[config.mk]
export PLATFORM = sky130hd
export DESIGN_NAME = mem_arbiter
export DESIGN_NICKNAME = d
export VERILOG_FILES = /design/src/rtl/mem_arbiter.sv
export SDC_FILE = /design/constraint.sdc
export NUM_CORES = 1
export LEC_CHECK = 0
export CAP_MARGIN = 15
export CORE_ASPECT_RATIO = 0.6
export CORE_MARGIN = 8
export CORE_UTILIZATION = 22
export CTS_CLUSTER_DIAMETER = 30
export DETAILED_ROUTE_END_ITERATION = 8
export PLACE_DENSITY = 0.81
export REMOVE_ABC_BUFFERS = 1
export SYNTH_ARGS = -nofsm -noshare
export SYNTH_HDL_FRONTEND = slang
export SYNTH_SLANG_ARGS = --single-unit
[constraint.sdc]
create_clock -name CLK -period 2.15 [get_ports CLK]
set_input_delay 0.3225 -clock CLK [delete_from_list [all_inputs] [get_ports CLK]]
set_output_delay 0.3225 -clock CLK [all_outputs]
set_load 0.01 [all_outputs]
[src/rtl/mem_arbiter.sv]
// mem_arbiter: shares the single RAM port between the instruction cache and the data cache.
//
// The dcache gets priority and keeps the grant for a whole burst of BURST_LEN word completions.
// That way the beats of one block are never interleaved with icache fetches. A starve counter
// counts consecutive dcache grants taken while the icache was waiting. Once it reaches
// STARVE_MAX, the icache wins the next arbitration.
//
// Ports
//   CLK, RST              clock (rising edge) and asynchronous active-high reset
//   iREN, iaddr           icache read request and word address
//   iwait, iload          icache wait (0 = word complete) and read data
//   dREN, dWEN            dcache read / write request (write wins when both are set)
//   daddr, dstore         dcache word address and write data
//   dwait, dload          dcache wait (0 = word complete) and read data
//   ramREN, ramWEN        RAM read / write enables
//   ramaddr, ramstore     RAM address and write data
//   ramload, ramstate     RAM read data and status (0 FREE, 1 BUSY, 2 ACCESS, 3 ERROR)
module mem_arbiter #(
  parameter int unsigned BURST_LEN  = 2,
  parameter int unsigned STARVE_MAX = 4
) (
  input  logic        CLK,
  input  logic        RST,
  input  logic        iREN,
  input  logic [31:0] iaddr,
  output logic        iwait,
  output logic [31:0] iload,
  input  logic        dREN,
  input  logic        dWEN,
  input  logic [31:0] daddr,
  input  logic [31:0] dstore,
  output logic        dwait,
  output logic [31:0] dload,
  output logic        ramREN,
  output logic        ramWEN,
  output logic [31:0] ramaddr,
  output logic [31:0] ramstore,
  input  logic [31:0] ramload,
  input  logic [1:0]  ramstate
);

  localparam logic [1:0] RamAccess  = 2'd2;
  localparam logic [1:0] LastBeat   = 2'(BURST_LEN - 1);
  localparam logic [2:0] StarveFull = 3'(STARVE_MAX);

  typedef enum logic [1:0] {
    GntNone,
    GntI,
    GntD
  } gnt_t;

  gnt_t       gnt;
  logic [1:0] beat;
  logic [2:0] starve;

  logic access;
  logic done;
  logic d_req;
  logic starved;

  assign access  = (ramstate == RamAccess);
  // BUSY, FREE and ERROR never complete a word; the request stays on the port until ACCESS.
  assign done    = (gnt != GntNone) && access;
  assign d_req   = dREN | dWEN;
  assign starved = iREN && (starve == StarveFull);

  // Grant state, burst beat counter and icache starvation counter.
  always_ff @(posedge CLK or posedge RST) begin
    if (RST) begin
      gnt    <= GntNone;
      beat   <= '0;
      starve <= '0;
    end else begin
      unique case (gnt)
        GntNone: begin
          if (d_req && !starved) begin
            gnt  <= GntD;
            beat <= '0;
            if (!iREN) begin
              starve <= '0;
            end else if (starve != StarveFull) begin
              starve <= starve + 3'd1;
            end
          end else if (iREN) begin
            gnt <= GntI;
          end
        end
        GntD: begin
          if (done) begin
            if (beat == LastBeat) begin
              gnt  <= GntNone;
              beat <= '0;
            end else begin
              beat <= beat + 2'd1;
            end
          end else if (!d_req) begin
            // Dcache dropped its request mid-burst: release without finishing the block.
            gnt  <= GntNone;
            beat <= '0;
          end
        end
        GntI: begin
          if (done || !iREN) begin
            gnt    <= GntNone;
            starve <= '0;
          end
        end
        default: begin
          gnt    <= GntNone;
          beat   <= '0;
          starve <= '0;
        end
      endcase
    end
  end

  // Port steering depends only on the registered grant, so reset idles the RAM port at once.
  always_comb begin
    ramREN   = 1'b0;
    ramWEN   = 1'b0;
    ramaddr  = '0;
    ramstore = '0;
    iwait    = 1'b1;
    iload    = '0;
    dwait    = 1'b1;
    dload    = '0;
    unique case (gnt)
      GntI: begin
        ramREN  = iREN;
        ramaddr = iaddr;
        iload   = ramload;
        iwait   = ~access;
      end
      GntD: begin
        ramWEN   = dWEN;
        ramREN   = dREN & ~dWEN;
        ramaddr  = daddr;
        ramstore = dstore;
        dload    = ramload;
        dwait    = ~access;
      end
      default: begin
      end
    endcase
  end

endmodule

==> flow_summary.ini, run 1 <==
[run_status]
outcome = completed

[finish]
fraction_of_final_layout_cells_sized_beyond_drive_strength_1_pct = 8.22
nNetsFinal = 640
syn2layout_area_growth_pct = 191
fillers = 624
post-route-util_pct = 65.8
layout_common_cells = sky130_fd_sc_hd__clkdlybuf4s50_1 (145), sky130_fd_sc_hd__and2_1 (97), sky130_fd_sc_hd__dlygate4sd2_1 (90)
final_common_cell = sky130_fd_sc_hd__clkdlybuf4s50_1

[synth]
synth_sequential_area_ratio_pct = 10.7
syn-cell-area_um2 = 1630
synth.distinct_cells = 27
netlist_top_cells_area = sky130_fd_sc_hd__and2_1 (37%), sky130_fd_sc_hd__a22oi_1 (15%), sky130_fd_sc_hd__nor2b_1 (13%), sky130_fd_sc_hd__dfrtp_1 (11%), sky130_fd_sc_hd__clkbuf_1 (4.8%)
number_of_flip_flops_and_latches_in_the_synthesized_netlist = 7
synth_cells = 236
syn_avg_cell_area_um2 = 6.91
post-synth-top-area-fraction_pct = 37.2
yosys.area.top_type = sky130_fd_sc_hd__and2_1
yosys_warnings = 0

[sta]
grt_setup_unrepaired = yes
count_of_endpoints_failing_setup_in_the_final_report = 0
achievable-frequency_ghz = 0.476
setup_tns_ns = 0
timing.final.hold_violations = 0
fin_skew_ns = 0.00226
report.final.slew_viol_count = 0
max_slew.worst_pin.slew_ns = 0.442
holdWs_ns = 0.326
min_period_over_period_pct = 97.7
relSlewSlack_pct = 70.3
finalCriticalPeriod_ns = 2.10

[cts]
cts-buffers-inserted = 3
clock-root-buffer = sky130_fd_sc_hd__clkbuf_16
clock_insertion_delay_worst_skew_ns = 0.23
ctsHoldBuffers = 0
total_number_of_h_tree_levels = 1
clk_transition_reported_paths_ns = 0.04
cts.sink_count = 7
cts_tree = built
max-clock-path-buffers = 2

[global_routing]
antenna_violations_before_repair = 2
use_met1_pct = 22.4
global_route.overflow_total = 0
via_count_of_the_first_global_routing_pass = 2897
wire_length_of_the_first_global_routing_pass_mm = 18.2
globalRoute.busiestLayer = met2
grt_util_all_layers_pct = 23.2
grtUsageMet3_pct = 7.76
grt_max_degree = 27
use_met2_pct = 47.2

[power]
peak_supply_drop_mv = 0.428
power-per-cell-area_nw_per_um2 = 1030
finalPower_mw = 4.86
leakagePower_nw = 2.65

[detailed_routing]
vias_per_cell = 4.55
drt-pass1-iter-count = 4
detail-route-antenna-nets = 0
detail_route.wirelength_mm = 13.1
post_drt_wl_per_cell_um = 22.2
route.detailed.drc = 0
vias = 2693
dr.first_iter.drc_count = 97

[worst_setup_path]
timing.critical_path.slowest_cell_delay_ns = 0.38
regToRegStartpoint = gnt[0]$_DFFE_PP0P_
timing_worst_setup_path_type = flip-flop to output port
timing.critical_path.to_type = output port
worstPathCellList = buf_4, ha_4, buf_4, buf_12, a22oi_1, nor2b_1, dlygate4sd2_1
worst-r2r-cell-count = 7
cpMaxStageDelayCell = sky130_fd_sc_hd__dfrtp_1
worstPathMaxFanout = 19
reg2reg_slack_ns = 0.18
crit_top_cell = sky130_fd_sc_hd__buf_4
worst_r2r_endpoint = gnt[0]$_DFFE_PP0P_
timing.critical_path.from_type = flip-flop
cp_data_required_time_ns = 1.83
critPathArrivalTime_ns = 1.78

[floorplan]
die_x_um = 127
placeableCoreArea_um2 = 7210
die_y_um = 82.7
ioPinCount = 267
fp.dieArea_um2 = 10500
start_util_pct = 22.6
fp-row-count = 24

[placement]
dp_hpwl_mm = 10.8
portBuffers = 266
gpl.final_weighted_congestion = 0.864

[worst_hold_path]
holdCritPathClass = input port to asynchronous set/reset pin

[flow_run]
timing.max_cap.violations = 0
## through the flow
stage	setup slack, ns	instances	cell area (um^2)
final	0.0489	592	4740
after global placement	0.0855	578	4460
after floorplan	-0.649	214	1550
after detailed placement	0.0508	578	4460
after global routing	-0.0116	592	4740
after CTS	-0.0929	587	4600
## registers in the layout (all words and copies together) (netlist names)
register and flops:
beat 2, gnt 2, starve 3
## worst max-delay path, delay by kind of cell, from the launching register on
kind	cells	cell delay, ns
buffers and inverters	4	0.71
AO/OA/AOI/OAI	1	0.20
AND/OR/NAND/NOR	1	0.06
adder cells (fa/ha/maj)	1	0.18
flip-flops	1	0.38
## cell type report
cell class              instances  area, um^2  area share [%]
inverters                       6        22.5           0.475
multi-input cells             201        1440            30.3
well taps                      91         114            2.40
clock buffers                   4        78.8            1.66
diodes                          2        5.00           0.106
flip-flops and latches          7         175            3.70
repair buffers                281        2910            61.4
## layer usage
metal	share of wire (%)	routed length (um)
met4	1.5	194
met1	35	4590
met2	55	7250
met5	0	0
met3	8.2	1080
## report_power, final
part           internal, mW  switching [mW]
Clock                 0.246          0.0654
Sequential            0.171          0.0299
Combinational          2.42            1.94
Total                  2.83            2.03
## worst max path at each step
stage / start / to
final: gnt[1]$_DFFE_PP0P_ / ramaddr[1]
after detailed placement: gnt[0]$_DFFE_PP0P_ / ramaddr[4]
after global routing: gnt[1]$_DFFE_PP0P_ / ramaddr[1]
after floorplan: gnt[0]$_DFFE_PP0P_ / beat[0]$_DFFE_PP0P_
after global placement: gnt[0]$_DFFE_PP0P_ / ramaddr[23]
after CTS: gnt[0]$_DFFE_PP0P_ / ramstore[0]
## cell usage after synthesis
| master | count |
|---|---|
| sky130_fd_sc_hd__and2_1 | 97 |
| sky130_fd_sc_hd__nor2b_1 | 33 |
| sky130_fd_sc_hd__a22oi_1 | 32 |
| sky130_fd_sc_hd__clkbuf_1 | 21 |
| sky130_fd_sc_hd__dfrtp_1 | 7 |
| sky130_fd_sc_hd__inv_1 | 6 |
| sky130_fd_sc_hd__nor2_1 | 6 |
| sky130_fd_sc_hd__ha_1 | 5 |
| sky130_fd_sc_hd__nand2_1 | 4 |
| sky130_fd_sc_hd__mux2_2 | 3 |
| sky130_fd_sc_hd__nand3_1 | 3 |
| sky130_fd_sc_hd__mux2i_1 | 2 |
| sky130_fd_sc_hd__nor3_1 | 2 |
| sky130_fd_sc_hd__nor3b_1 | 2 |
| sky130_fd_sc_hd__a21boi_0 | 1 |
| sky130_fd_sc_hd__a21boi_2 | 1 |
| sky130_fd_sc_hd__a21oi_1 | 1 |
| sky130_fd_sc_hd__a22o_1 | 1 |
| sky130_fd_sc_hd__buf_2 | 1 |
| sky130_fd_sc_hd__nand3b_1 | 1 |
| sky130_fd_sc_hd__nand4bb_1 | 1 |
| sky130_fd_sc_hd__nor3b_2 | 1 |
| sky130_fd_sc_hd__nor4_1 | 1 |
| sky130_fd_sc_hd__nor4_2 | 1 |
| sky130_fd_sc_hd__o21ai_0 | 1 |
| sky130_fd_sc_hd__or2_2 | 1 |
| sky130_fd_sc_hd__or4_1 | 1 |
## cell families after synthesis
kind of cell    count (synthesis)  synth area share (%)
buf+inv                        28                  6.52
mux                             5                  3.30
simple gates                  154                  58.6
flops                           7                  10.7
compound gates                 37                  17.0
fa+ha+maj                       5                  3.84
## timing repair
item / in CTS / in global routing
endpoints found under the setup margin: 114 / 44
resized for setup: 98 / 41
cloned: 4 / 0
pin swaps: 1 / 1
buffers inserted: 1 / 3
Note: power is estimated with default switching activity, not from simulation.
==> run 2, diff against run 1 <==
--- a/config.mk
+++ b/config.mk
@@ -11,6 +11,7 @@
 export CORE_UTILIZATION = 22
 export CTS_CLUSTER_DIAMETER = 30
 export DETAILED_ROUTE_END_ITERATION = 8
+export HOLD_SLACK_MARGIN = 0.08
 export PLACE_DENSITY = 0.81
 export REMOVE_ABC_BUFFERS = 1
 export SYNTH_ARGS = -nofsm -noshare
==> results of run 2 <==
No change in the layout: final DEF, timing and power equal those of run 1.
==> run 3, diff against run 2 <==
--- a/config.mk
+++ b/config.mk
@@ -9,7 +9,7 @@
 export CORE_ASPECT_RATIO = 0.6
 export CORE_MARGIN = 8
 export CORE_UTILIZATION = 22
-export CTS_CLUSTER_DIAMETER = 30
+export CTS_CLUSTER_DIAMETER = 120
 export DETAILED_ROUTE_END_ITERATION = 8
 export HOLD_SLACK_MARGIN = 0.08
 export PLACE_DENSITY = 0.81
==> results of run 3 <==
No change in the layout: final DEF, timing and power equal those of run 1.
